==> src/rtl/lsu_pkg.sv <==
// Shared encodings for the load/store unit: funct3 sizes, FSM states, request legality helpers.
package lsu_pkg;

  localparam logic [2:0] F3_B  = 3'b000;
  localparam logic [2:0] F3_H  = 3'b001;
  localparam logic [2:0] F3_W  = 3'b010;
  localparam logic [2:0] F3_BU = 3'b100;
  localparam logic [2:0] F3_HU = 3'b101;

  typedef enum logic [1:0] {
    ST_IDLE   = 2'd0,
    ST_ACCESS = 2'd1,
    ST_RESP   = 2'd2
  } state_t;

  function automatic logic f3_illegal(input logic is_store, input logic [2:0] f3);
    logic ok;
    ok = (f3 == F3_B) || (f3 == F3_H) || (f3 == F3_W);
    if (!is_store) ok = ok || (f3 == F3_BU) || (f3 == F3_HU);
    return !ok;
  endfunction

  // funct3[1:0] encodes the access size for both loads and stores.
  function automatic logic misaligned(input logic [2:0] f3, input logic [1:0] off);
    logic bad;
    case (f3[1:0])
      2'b01:   bad = off[0];
      2'b10:   bad = (off != 2'b00);
      default: bad = 1'b0;
    endcase
    return bad;
  endfunction

endpackage

==> src/rtl/lsu_align.sv <==
// Byte-lane alignment: load extraction with sign/zero extension and sub-word store merging.
// Purely combinational, zero latency, no flow control.
module lsu_align
  import lsu_pkg::*;
(
  input  logic [31:0] word,
  input  logic [1:0]  offset,
  input  logic [2:0]  funct3,
  input  logic [31:0] sdata,
  output logic [31:0] ldata,
  output logic [31:0] mdata
);

  logic [4:0]  sh;
  logic [31:0] lane;
  logic [31:0] mask;
  logic [31:0] sdata_sh;

  assign sh       = {offset, 3'b000};
  assign lane     = word >> sh;
  assign sdata_sh = sdata << sh;

  always_comb begin
    ldata = '0;
    case (funct3)
      F3_B:    ldata = {{24{lane[7]}}, lane[7:0]};
      F3_H:    ldata = {{16{lane[15]}}, lane[15:0]};
      F3_W:    ldata = word;
      F3_BU:   ldata = {24'h0, lane[7:0]};
      F3_HU:   ldata = {16'h0, lane[15:0]};
      default: ldata = '0;
    endcase
  end

  always_comb begin
    mask = 32'hFFFF_FFFF;
    case (funct3[1:0])
      2'b00:   mask = 32'h0000_00FF << sh;
      2'b01:   mask = 32'h0000_FFFF << sh;
      default: mask = 32'hFFFF_FFFF;
    endcase
  end

  assign mdata = (word & ~mask) | (sdata_sh & mask);

endmodule

==> src/rtl/lsu_dm.sv <==
// Load/store unit driving a 2**DM_AW x 32 data memory; response strobe 2 cycles after accept.
// One request in flight: req_ready only in IDLE, responses are not backpressured.
module lsu_dm
  import lsu_pkg::*;
#(
  parameter int DM_AW = 5,
  parameter int XLEN  = 32
) (
  input  logic             clk,
  input  logic             rst_n,
  input  logic             req_valid,
  output logic             req_ready,
  input  logic             req_we,
  input  logic [XLEN-1:0]  req_addr,
  input  logic [XLEN-1:0]  req_wdata,
  input  logic [2:0]       req_funct3,
  output logic             resp_valid,
  output logic [XLEN-1:0]  resp_rdata,
  output logic             resp_err,
  output logic [DM_AW-1:0] addressDM,
  output logic [XLEN-1:0]  wd,
  output logic             we,
  input  logic [XLEN-1:0]  rd
);

  state_t            state;
  logic              cap_we;
  logic              cap_err;
  logic [DM_AW+1:0]  cap_addr;
  logic [XLEN-1:0]   cap_wdata;
  logic [2:0]        cap_f3;
  logic              req_err;
  logic              store_ok;
  logic [XLEN-1:0]   ldata;
  logic [XLEN-1:0]   mdata;

  assign req_ready = rst_n && (state == ST_IDLE);

  assign req_err = f3_illegal(req_we, req_funct3)
                || misaligned(req_funct3, req_addr[1:0])
                || (req_addr[XLEN-1:DM_AW+2] != '0);

  // Write data depends on the asynchronous rd in ACCESS, so the strobe and merge stay combinational.
  assign store_ok  = (state == ST_ACCESS) && cap_we && !cap_err;
  assign we        = rst_n && store_ok;
  assign wd        = store_ok ? mdata : '0;
  assign addressDM = cap_addr[DM_AW+1:2];

  lsu_align u_align (
    .word   (rd),
    .offset (cap_addr[1:0]),
    .funct3 (cap_f3),
    .sdata  (cap_wdata),
    .ldata  (ldata),
    .mdata  (mdata)
  );

  always_ff @(posedge clk) begin
    if (!rst_n) begin
      state      <= ST_IDLE;
      cap_we     <= 1'b0;
      cap_err    <= 1'b0;
      cap_addr   <= '0;
      cap_wdata  <= '0;
      cap_f3     <= '0;
      resp_valid <= 1'b0;
      resp_rdata <= '0;
      resp_err   <= 1'b0;
    end else begin
      case (state)
        ST_IDLE: begin
          if (req_valid) begin
            cap_we    <= req_we;
            cap_err   <= req_err;
            cap_addr  <= req_addr[DM_AW+1:0];
            cap_wdata <= req_wdata;
            cap_f3    <= req_funct3;
            state     <= ST_ACCESS;
          end
        end
        ST_ACCESS: begin
          resp_rdata <= (cap_we || cap_err) ? '0 : ldata;
          resp_err   <= cap_err;
          resp_valid <= 1'b1;
          state      <= ST_RESP;
        end
        ST_RESP: begin
          resp_valid <= 1'b0;
          state      <= ST_IDLE;
        end
        default: state <= ST_IDLE;
      endcase
    end
  end

endmodule

==> config.mk <==
export PLATFORM = sky130hd
export DESIGN_NAME = lsu_dm
export DESIGN_NICKNAME = d
export VERILOG_FILES = /design/src/rtl/lsu_pkg.sv /design/src/rtl/lsu_align.sv /design/src/rtl/lsu_dm.sv
export SDC_FILE = /design/constraint.sdc
export NUM_CORES = 1
export LEC_CHECK = 0
export ABC_AREA = 1
export CORE_ASPECT_RATIO = 0.9
export CORE_MARGIN = 5
export CORE_UTILIZATION = 35
export CTS_CLUSTER_SIZE = 12
export DETAILED_ROUTE_END_ITERATION = 6
export DONT_BUFFER_PORTS = 1
export PLACE_DENSITY = 0.5
export SLEW_MARGIN = 20
export SYNTH_ARGS = -nofsm -noshare
export SYNTH_HDL_FRONTEND = slang
export SYNTH_SLANG_ARGS = --single-unit
==> constraint.sdc <==
create_clock -name clk -period 3.4 [get_ports clk]
set_input_delay 0.85 -clock clk [delete_from_list [all_inputs] [get_ports clk]]
set_output_delay 0.85 -clock clk [all_outputs]
set_load 0.005 [all_outputs]
# Yosys cells after proc, flatten, opt, wreduce, memory -nomap -nowiden
# Cells that the tools add are included.
dict set report totals {
  regBits 80
  output_inout_bits 73
  elab_cells 61
}
dict set report op_classes {
  n_eq_ne 14
  shift 4
  n_mux 9
  bitwise_logic 4
  n_reduce_logical 21
}
# op count
set ops {}
lappend ops {{$pmux 32 s5} 1}
lappend ops {{$and 32x32->32} 2}
lappend ops {{$mux 32} 2}
lappend ops {{$pmux 32 s2} 1}
lappend ops {{$not 32->32} 1}
lappend ops {{$or 32x32->32} 1}
lappend ops {{$shl 16x5->32 const A} 1}
lappend ops {{$shl 32x5->32} 1}
lappend ops {{$shl 8x5->32 const A} 1}
lappend ops {{$shr 32x5->16} 1}
lappend ops {{$reduce_bool 25->1} 1}
lappend ops {{$eq 3x3->1 const B} 4}
lappend ops {{$logic_or 1x1->1} 7}
lappend ops {{$eq 2x1->1 const B} 3}
lappend ops {{$eq 3x1->1 const B} 2}
lappend ops {{$eq 3x2->1 const B} 2}
lappend ops {{$logic_not 3->1} 2}
lappend ops {{$eq 2x2->1 const B} 2}
lappend ops {{$logic_and 1x1->1} 4}
lappend ops {{$logic_not 2->1} 2}
lappend ops {{$pmux 1 s2} 2}
lappend ops {{$pmux 2 s2} 1}
lappend ops {{$reduce_bool 2->1} 2}
lappend ops {{$logic_not 1->1} 2}
lappend ops {{other kinds (4)} 4}

# Depth between registers and ports, before layout
# Gate-level depths: netlist of run 1.
dict set report logic_depth {
  ltp_word 9
  mapped_depth 11
  depth_no_buf 9
}

# By module
# A second synthesis of run 1 with hierarchy kept.
dict set report hier_totals {
  hier_cells 853
  hier_area_um2 5245.0
}
# mod n_inst cells_per_inst area_each_um2 seq_area_each_um2
set by_module_without_submodules {}
lappend by_module_without_submodules {lsu_dm 1 467 3458.3 1601.5}
lappend by_module_without_submodules {lsu_align 1 386 1786.7 0.0}

# Worst setup path before layout of run 1
# OpenSTA, ideal clock, no wires.
dict set report synth_timing {
  path_kind {reg2out}
  startpoint {register state[1]}
  endpoint {output port wd[27]}
  arrival_ns 1.433
  required_ns 2.550
  slack_ns 1.117
  stages_incl_launch_ff 10
  n_path_buf 1
  cell_sequence {dfxtp_1 inv_1 ha_1 inv_2 nor2_2 inv_1 nor2_4 clkbuf_1 o21ai_0 a31oi_1}
}
dict set report synth_between {
  elab_chain_cells 4
}
# element line
set synth_lines {}
lappend synth_lines {{from (decl)} lsu_dm.sv:26} ;# state_t state;
lappend synth_lines {{from (signal assigned)} lsu_dm.sv:60} ;# state <= ST_IDLE;
lappend synth_lines {{from (signal assigned)} lsu_dm.sv:78} ;# state <= ST_ACCESS;
lappend synth_lines {{from (signal assigned)} lsu_dm.sv:85} ;# state <= ST_RESP;
lappend synth_lines {{$eq 2x1->1} lsu_dm.sv:44} ;# assign store_ok = (state == ST_ACCESS) && cap_we && !cap_err;
lappend synth_lines {{$logic_and 1x1->1 (2 in series)} lsu_dm.sv:44}
lappend synth_lines {{$mux 32} lsu_dm.sv:46} ;# assign wd = store_ok ? mdata : '0;
lappend synth_lines {{to (decl)} lsu_dm.sv:21} ;# output logic [XLEN-1:0] wd,
# Every way passes these cells.

# Worst setup path after layout of run 1
dict set report layout_timing {
  startpoint {register cap_addr[1]}
  endpoint {output port wd[17]}
}
dict set report layout_between {
  elab_chain_cells 6
  word_cells_on_any_way 9
  classes_between {shift (3); mux (2); bitwise (4)}
}
# element line
set layout_lines {}
lappend layout_lines {{from (decl)} lsu_dm.sv:29} ;# logic [DM_AW+1:0] cap_addr;
lappend layout_lines {{from (signal assigned)} lsu_dm.sv:75} ;# cap_addr <= req_addr[DM_AW+1:0];
lappend layout_lines {{$shl 16x5->32 / $shl 8x5->32 (equally long branches)} {lsu_align.sv:39, lsu_align.sv:38}}
lappend layout_lines {{$pmux 32 s2} lsu_align.sv:37} ;# case (funct3[1:0])
lappend layout_lines {{$not 32->32} lsu_align.sv:44} ;# assign mdata = (word & ~mask) | (sdata_sh & mask);
lappend layout_lines {{$and 32x32->32} lsu_align.sv:44}
lappend layout_lines {{$or 32x32->32 (*)} lsu_align.sv:44}
lappend layout_lines {{$mux 32 (*)} lsu_dm.sv:46}
# Mark *: on every way between the ends. The rest lies on a longest branch, timed or not.

==> flow_summary.yaml, run 1 <==
worst_setup_path:
  r2r_start: "state[1]"
  crit_chain: "inv_2, nor2_1, nor2_1, o21ai_4, o21ai_0, a21oi_1"
  crit_fanout: 25
  critPathMaxStageDelay_ns: 0.60
  start_kind: "register"
  reg2regPathDepth: 8
  crit_top_cell: "nor2_1"
  slowest_stage: "dfxtp_1"
  cp.required_ns: 2.55
  end_kind: "output port"
  critPathArrivalTime_ns: 2.24
  r2r_slack_ns: 1.35
  crit_path_start: "cap_addr[1]"
  critical_path.endpoint: "wd[17]"
  worstSetupPathType: "reg -> out"
  reg2reg_to: "resp_rdata[8]"
run:
  maxCapViolCount: 0
power:
  ir_worst_vdd_mv: 0.269
  p_leak_nw: 1.96
  powerDensity_nw_per_um2: 599
  power.total_mw: 3.00
timing:
  period_needed_ns: 3.09
  slew_violations: 0
  layout_setup_ws_ns: 0.313
  timing.hold.ws_ns: 0.485
  period_share_pct: 90.8
  worst_pin_slew_ns: 0.921
  clock_skew_ns: 0.00839
  fin_tns_setup_ns: 0
  setup_violations: 0
  fmax_ghz: 0.324
  hold_viol_final: 0
  rsz0062_at_grt: "no"
  max_slew_margin_pct: 38.5
floorplan:
  fp.dieW_um: 133
  rows: 40
  fp.dieArea_um2: 16100
  die_y_um: 121
  start_util_pct: 35.7
  num_io_pins: 176
  core_area_um2: 13400
outcome:
  status: "finished clean"
yosys:
  syn_avg_cell_area_um2: 6.60
  synth_fp_nets: 834
  synth_top_area_share_pct: 33.6
  synth.distinct_cells: 37
  yosysSeqAreaShare_pct: 33.6
  syn_inst: 723
  syn_area_um2: 4770
  ys_warn_count: 0
  synthArstFlopShare_pct: 0
  synthTopCellsByArea: "dfxtp_1 34%, nand2_1 13%, o21ai_0 9.2%"
  ys_ff_latch: 80
  synth_top_flop_cell: "dfxtp_1"
  synth_top_area_cell: "dfxtp_1"
  synth-edff-count: 0
cts:
  cts_hold_buf: 0
  clk_path_buf_depth: 2
  numCtsBuffers: 9
  worstSkewPairLatency_ns: 0.35
  postCtsSetupBuffers: 0
  clock_sinks: 80
  htreeDepth: 3
  clk_pin_slew_ns: 0.06
  root_buffer: "clkbuf_16"
  cts_resized: 0
  cts_tree: "built"
detailed_routing:
  viasPerCell: 5.55
  first_pass_iters: 5
  routed_wl_um: 17500
  ant_nets: 0
  wl_per_cell_um: 20.3
  drc: 0
  drtIter0Drc: 313
  via_count: 4781
cells_and_area:
  final_nets: 800
  area_growth_pct: 5.11
  antenna_cells: 0
  fin_util_pct: 37.5
  drive_above_1_share_pct: 8.50
global_route:
  grt_pass1_wl_um: 26600
  grt.total_usage_pct: 21.4
  grt_pass1_vias: 4633
  grt.overflow.total: 0
  antenna_found_initial: 0
  grt_max_degree: 51
placement:
  port_buffers: 0
  place.gp.congestion: 0.870
  dp_slack_ns: 0.609
  hpwlAfterDp_um: 13300
min_path:
  min_path_type: "reg -> reg"
cells by family (layout without fill, tap and decap cells):
kind of cell	Yosys count	in the layout	share of synthesized area [%]
compound gates	194	194	22.7
fa+ha+maj	8	8	2.10
buf+inv	82	52	8.96
flops	80	80	33.6
mux	3	3	0.629
simple gates	356	357	32.0
cell usage in the layout, fill, tap and decap left out:
cell,Yosys,layout
clkinv_2,0,1
nor2_4,4,4
o21ai_1,9,9
mux2i_1,3,3
inv_2,5,5
ha_1,8,8
nor2_8,2,2
inv_4,2,2
o21ai_4,1,1
o221ai_1,8,8
nor2_1,106,106
a21oi_2,3,3
dfxtp_1,80,80
or2_2,7,7
o21ai_0,88,88
buf_4,14,7
clkinv_1,2,2
clkinvlp_4,0,3
o211a_1,5,5
inv_6,1,1
inv_1,19,19
a31oi_1,8,8
nand3_2,1,1
clkbuf_16,0,9
a21oi_1,62,62
clkinv_4,0,2
clkbuf_8,0,1
nand2_4,1,1
a22oi_1,8,8
o31ai_1,1,1
or2_1,1,1
o21ai_2,1,1
nand3_1,57,57
nand4_1,2,2
nor2_2,4,5
nand2_2,3,3
nand2_1,166,166
nor3_1,2,2
worst min path at each step:
stage               cells past startpoint        endpoint           start
global route                            2  resp_rdata[28]  resp_rdata[28]
CTS                                     2  resp_rdata[22]  resp_rdata[22]
detailed placement                      2   cap_wdata[24]   cap_wdata[24]
floorplan                               2   cap_wdata[24]   cap_wdata[24]
finish                                  2  resp_rdata[29]  resp_rdata[29]
global placement                        2   cap_wdata[24]   cap_wdata[24]
state kept, by name, summed over array words and instances (netlist names):
| signal | cells |
|---|---|
| cap_addr | 7 |
| cap_err | 1 |
| cap_f3 | 3 |
| cap_wdata | 32 |
| cap_we | 1 |
| resp_err | 1 |
| resp_rdata | 32 |
| resp_valid | 1 |
| state | 2 |
per-layer routing:
layer	track usage (%)	wire length, um	vias up
li1	-	-	2343
met1	28.1	7930	2222
met2	33.3	7750	203
met3	8.19	1660	13
met4	4.88	170	0
met5	0	0	-
through the flow:
stage,instances,cell area [um2]
floorplan,723,4770
global placement,845,4730
detailed placement,845,4730
CTS,861,5010
global route,862,5020
finish,862,5020
area by class of cell:
| type | count | area (um2) |
|---|---|---|
| clock buffer | 10 | 239 |
| clock inverter | 6 | 45.0 |
| fill | 1467 | 8350 |
| inverter | 29 | 119 |
| multi-input combinational | 562 | 2750 |
| sequential | 80 | 1600 |
| tap | 168 | 210 |
| timing repair buffer | 7 | 52.6 |
critical path: cells and delay by family, from the launching register on:
kind | cells | cell delay [ns]
AO/OA/AOI/OAI | 3 | 0.57
buffers and inverters | 1 | 0.31
flip-flops | 1 | 0.60
AND/OR/NAND/NOR | 2 | 0.39
synthesized netlist by cell type, drive strengths merged (5+ instances only):
cell type and n:
clkbuf 22, nand2 170, a31oi 8, ha 8
dfxtp 80, a22oi 8, inv 27, o221ai 8
o211a 5, a21oi 65, o21ai 99, nor2 116
or2 8, nand3 58, buf 31
report_power, final:
group / internal, mW / switching (mW)
combinational: 0.273 / 0.628
sequential: 1.06 / 0.117
clock: 0.515 / 0.408
Power figures use the tool's default switching activity.
==> run 2, diff against run 1 <==
Settings changed: PLACE_DENSITY 0.5 to not set.
==> run 2 against run 1 <==
  * Clock power grew 20%
  * Worst hold slack improved by 0.00052 ns
  * Critical path depth grew 2
  * Cell area rose by 0.77%
  * Largest cell class unchanged
  * Die area did not move
==> flow_summary.yaml, run 2 (synthesized netlist as in run 1, its figures left out) <==
timing:
  worst_pin_slew_ns: 0.931
  fin_tns_setup_ns: 0
  max_slew_margin_pct: 37.5
  rsz0062_at_grt: "no"
  setup_violations: 0
  period_needed_ns: 3.17
  slew_violations: 0
  timing.hold.ws_ns: 0.485
  hold_viol_final: 0
  period_share_pct: 93.1
  clock_skew_ns: 0.00666
  fmax_ghz: 0.316
cts:
  worstSkewPairLatency_ns: 0.35
  clock_sinks: 80
  clk_pin_slew_ns: 0.06
  clk_path_buf_depth: 2
  numCtsBuffers: 9
  cts_tree: "built"
  htreeDepth: 3
  cts_resized: 0
  root_buffer: "clkbuf_16"
  cts_hold_buf: 0
  postCtsSetupBuffers: 0
worst_setup_path:
  crit_fanout: 25
  r2r_start: "state[0]"
  reg2reg_to: "cap_err"
  cp.required_ns: 2.55
  critPathArrivalTime_ns: 2.32
  end_kind: "output port"
  reg2regPathDepth: 6
  r2r_slack_ns: 1.16
  worstSetupPathType: "reg -> out"
  start_kind: "register"
cells_and_area:
  largestRegisters: "cap_wdata: 32 flops, resp_rdata: 32 flops, cap_addr: 7 flops"
  antenna_cells: 0
  most-common-layout-cells: "166 x nand2_1, 106 x nor2_1, 88 x o21ai_0"
  drive_above_1_share_pct: 7.81
  final_common_cell: "nand2_1"
  area_growth_pct: 5.92
  final_nets: 798
outcome:
  status: "finished clean"
detailed_routing:
  ant_nets: 0
  viasPerCell: 5.58
  routed_wl_um: 16700
  wl_per_cell_um: 19.4
  via_count: 4795
  first_pass_iters: 4
  drc: 0
  drtIter0Drc: 400
global_route:
  grt_pass1_vias: 4516
  grt_pass1_wl_um: 25700
  grt_max_degree: 55
  antenna_found_initial: 0
  grt.overflow.total: 0
  grt.total_usage_pct: 20.6
floorplan:
  start_util_pct: 35.7
  fp.dieW_um: 133
  rows: 40
  core_area_um2: 13400
  die_y_um: 121
  num_io_pins: 176
  fp.dieArea_um2: 16100
run:
  maxCapViolCount: 0
min_path:
  hp-start: "resp_rdata[14]"
  hold_path_end: "resp_rdata[14]"
  min_path_type: "reg -> reg"
  hold_path_depth: 2
power:
  powerDensity_nw_per_um2: 624
  ir_worst_vdd_mv: 0.255
  p_leak_nw: 1.98
placement:
  place.gp.congestion: 0.920
  port_buffers: 0
  hpwlAfterDp_um: 13000
-- run 2: cell count changes in the layout (fill, tap and decap cells not counted) --
cell,before,now
buf_4,7,6
bufinv_16,0,3
clkbuf_1,0,2
clkinv_2,1,0
clkinv_4,2,0
clkinvlp_4,3,0
nor2_2,5,4
-- run 2: where the power goes --
group | internal, mW | switching [mW] | total (mW)
clock | 0.733 | 0.376 | 1.11
sequential | 1.06 | 0.111 | 1.17
combinational | 0.274 | 0.600 | 0.874
-- run 2: cell type report --
cell class | count | area [um2]
clock buffer | 12 | 246
clock inverter | 3 | 90.1
fill | 1424 | 8310
inverter | 29 | 119
multi-input combinational | 561 | 2740
sequential | 80 | 1600
tap | 168 | 210
timing repair buffer | 6 | 45.0
-- run 2: worst max-delay path by stage --
stage / from / to / slack [ns]
final: state[1] / wd[7] / 0.23
after global routing: state[1] / wd[7] / 0.05
after CTS: state[1] / wd[7] / 0.24
after floorplan: state[1] / wd[27] / 1.12
after detailed placement: state[1] / wd[7] / 0.63
after global placement: state[1] / wd[5] / 0.72
-- run 2: critical path, cell delays in order, from the launching register on --
cell and delay, ns:
dfxtp_1 0.31, inv_1 0.13, ha_1 0.21, inv_2 0.05, nor2_2 0.12, inv_1 0.08, nor2_4 0.42, clkinv_1 0.37
a21oi_1 0.28
-- run 2: stage by stage --
stage | power (mW) | setup WS [ns] | utilization, % | cell area [um2] | cells
finish | 3.16 | 0.233 | 37.8 | 5060 | 859
global route | 3.36 | 0.0529 | 37.8 | 5060 | 859
CTS | 3.19 | 0.241 | 37.8 | 5060 | 859
detailed placement | 2.07 | 0.630 | 35.3 | 4720 | 844
global placement | 2.05 | 0.720 | 35.3 | 4720 | 844
floorplan | 1.92 | 1.12 | - | 4770 | 723
-- run 2: metal layers --
metal	share of wire [%]	vias to the layer above	GRT usage, %
li1	-	2350	-
met1	42	2218	26.0
met2	45	200	33.2
met3	11	27	6.82
met4	2.0	0	6.94
met5	0	-	0
==> run 3, diff against run 2 <==
Settings changed: CORE_UTILIZATION 35 to 55, PLACE_DENSITY set to 0.7.
==> run 3 against run 2 <==
  * Clock power down 37%
  * Critical path type unchanged
  * Cell area fell by 4.1%
  * Clock skew is 0.0031 ns higher
  * Sequential cell count is the same
  * Critical endpoint is now wd[31]
  * Wire length is 6.7% lower
  * Global-route usage increased by 8.3 points
  * Total power shrank 13%
  * Register-to-register slack worse by 0.29 ns
  * Largest power group unchanged
  * Sequential share of layout area up 1.4 points
==> flow_summary.yaml, run 3 (synthesized netlist as in run 1, its figures left out) <==
worst_setup_path:
  cp.required_ns: 2.55
  start_kind: "register"
  crit_fanout: 16
  critPathMaxStageDelay_ns: 0.66
  slowest_stage: "dfxtp_1"
  crit_top_cell: "nand2_1"
  crit_chain: "inv_4, nand2_4, nand2_2, nand2_1, nand2_1, o21ai_0, a31oi_1"
  worstSetupPathType: "reg -> out"
  end_kind: "output port"
  critPathArrivalTime_ns: 2.28
cells_and_area:
  largestRegisters: "cap_wdata: 32 flops, resp_rdata: 32 flops, cap_addr: 7 flops"
  final_nets: 798
  drive_above_1_share_pct: 7.96
  final_common_cell: "nand2_1"
  antenna_cells: 0
  final_cell_area_um2: 4850
  most-common-layout-cells: "166 x nand2_1, 106 x nor2_1, 88 x o21ai_0"
  area_growth_pct: 1.55
  fillerInstances: 901
timing:
  setup_violations: 0
  period_share_pct: 91.9
  hold_viol_final: 0
  layout_setup_ws_ns: 0.274
  clock_skew_ns: 0.00974
  period_needed_ns: 3.13
  slew_violations: 0
  fmax_ghz: 0.320
  fin_tns_setup_ns: 0
  max_slew_margin_pct: 37.6
  worst_pin_slew_ns: 0.935
  rsz0062_at_grt: "no"
power:
  p_leak_nw: 1.91
  p_clk_share_pct: 25.3
  p_sw_share_pct: 38.5
  p_switching_mw: 1.06
  internal_power_mw: 1.69
  ir_worst_vdd_mv: 0.354
  combPwrFrac_pct: 31.8
  powerDensity_nw_per_um2: 567
  seqPwrFrac_pct: 42.9
detailed_routing:
  ant_nets: 0
  drtIter0Drc: 389
  wl_per_cell_um: 19.2
  drc: 0
  viasPerCell: 5.99
  routed_wl_um: 15600
  via_count: 4849
  first_pass_iters: 5
cts:
  cts_tree: "built"
  clock_sinks: 80
  clk_pin_slew_ns: 0.08
  cts_hold_buf: 0
  clk_path_buf_depth: 2
  cts_resized: 0
  worstSkewPairLatency_ns: 0.35
  numCtsBuffers: 9
  root_buffer: "clkbuf_8"
  htreeDepth: 3
  postCtsSetupBuffers: 0
placement:
  place.gp.congestion: 0.928
  port_buffers: 0
  dpl-instance-area_um2: 4660
  hpwlAfterDp_um: 12000
  dp_slack_ns: 0.576
global_route:
  grt_pass1_wl_um: 24300
  grt_max_degree: 51
  antenna_found_initial: 0
  grt_pass1_vias: 4591
  grt.overflow.total: 0
  grt.total_usage_pct: 28.9
floorplan:
  die_y_um: 98.4
  rows: 32
  start_util_pct: 56.0
  num_io_pins: 176
  fp.dieArea_um2: 10600
  fp.dieW_um: 108
  core_area_um2: 8530
outcome:
  status: "finished clean"
min_path:
  min_path_type: "reg -> reg"
run:
  maxCapViolCount: 0
run 3: changes by cell type in the layout (fill, tap and decap cells not counted), sizes merged:
cell	before	now
bufinv	3	1
clkinv	2	3
clkinvlp	0	1
run 3: final cells by class:
cell class | count | area [um2] | share of cell area, %
repair buffers | 6 | 45.0 | 0.929
flip-flops and latches | 80 | 1600 | 33.1
well taps | 119 | 149 | 3.07
inverters | 29 | 119 | 2.45
multi-input cells | 561 | 2740 | 56.6
clock buffers | 12 | 145 | 2.99
clock inverters | 3 | 42.5 | 0.878
run 3: metal layers:
layer	track usage [%]	wire [um]	part of all wire, %	up-vias
met2	46.0	7200	46	243
met1	38.3	6340	41	2246
met3	8.86	1840	12	19
li1	-	-	-	2341
met4	7.18	204	1.3	0
met5	0	0	0	-
run 3: critical path, delay by kind of cell, from the launching register on:
family | cells | cell delay (ns)
DFF | 1 | 0.66
and+or+nand+nor | 4 | 0.59
AOI/OAI and AO/OA | 2 | 0.49
buffers and inverters | 1 | 0.17
run 3: worst paths after layout:
kind                  startpoint             end  slack [ns]  cells past startpoint
setup / recovery       cap_f3[1]          wd[31]        0.27                      7
hold / removal    resp_rdata[23]  resp_rdata[23]        0.48                      2
setup reg to reg        state[0]         cap_err        0.87                      6
hold reg to reg   resp_rdata[23]  resp_rdata[23]        0.48                      2
run 3: per-stage QoR:
stage / hold slack, ns / cells / utilization, % / total power, mW
after detailed placement: 0.480 / 795 / 54.6 / 2.06
after CTS: 0.492 / 810 / 56.8 / 2.75
after floorplan: 0.456 / 723 / - / 1.92
after global placement: 0.476 / 795 / 54.6 / 2.04
after global routing: 0.507 / 810 / 56.8 / 2.96
final: 0.485 / 810 / 56.8 / 2.75
run 3: power by group through the flow:
stage | clock network [mW] | logic (mW) | registers (mW)
2_1_floorplan | 0 | 0.770 | 1.15
3_3_place_gp | 0 | 0.843 | 1.20
3_5_place_dp | 0 | 0.859 | 1.20
4_1_cts | 0.710 | 0.864 | 1.18
5_1_grt | 0.766 | 0.997 | 1.19
6_report | 0.695 | 0.874 | 1.18
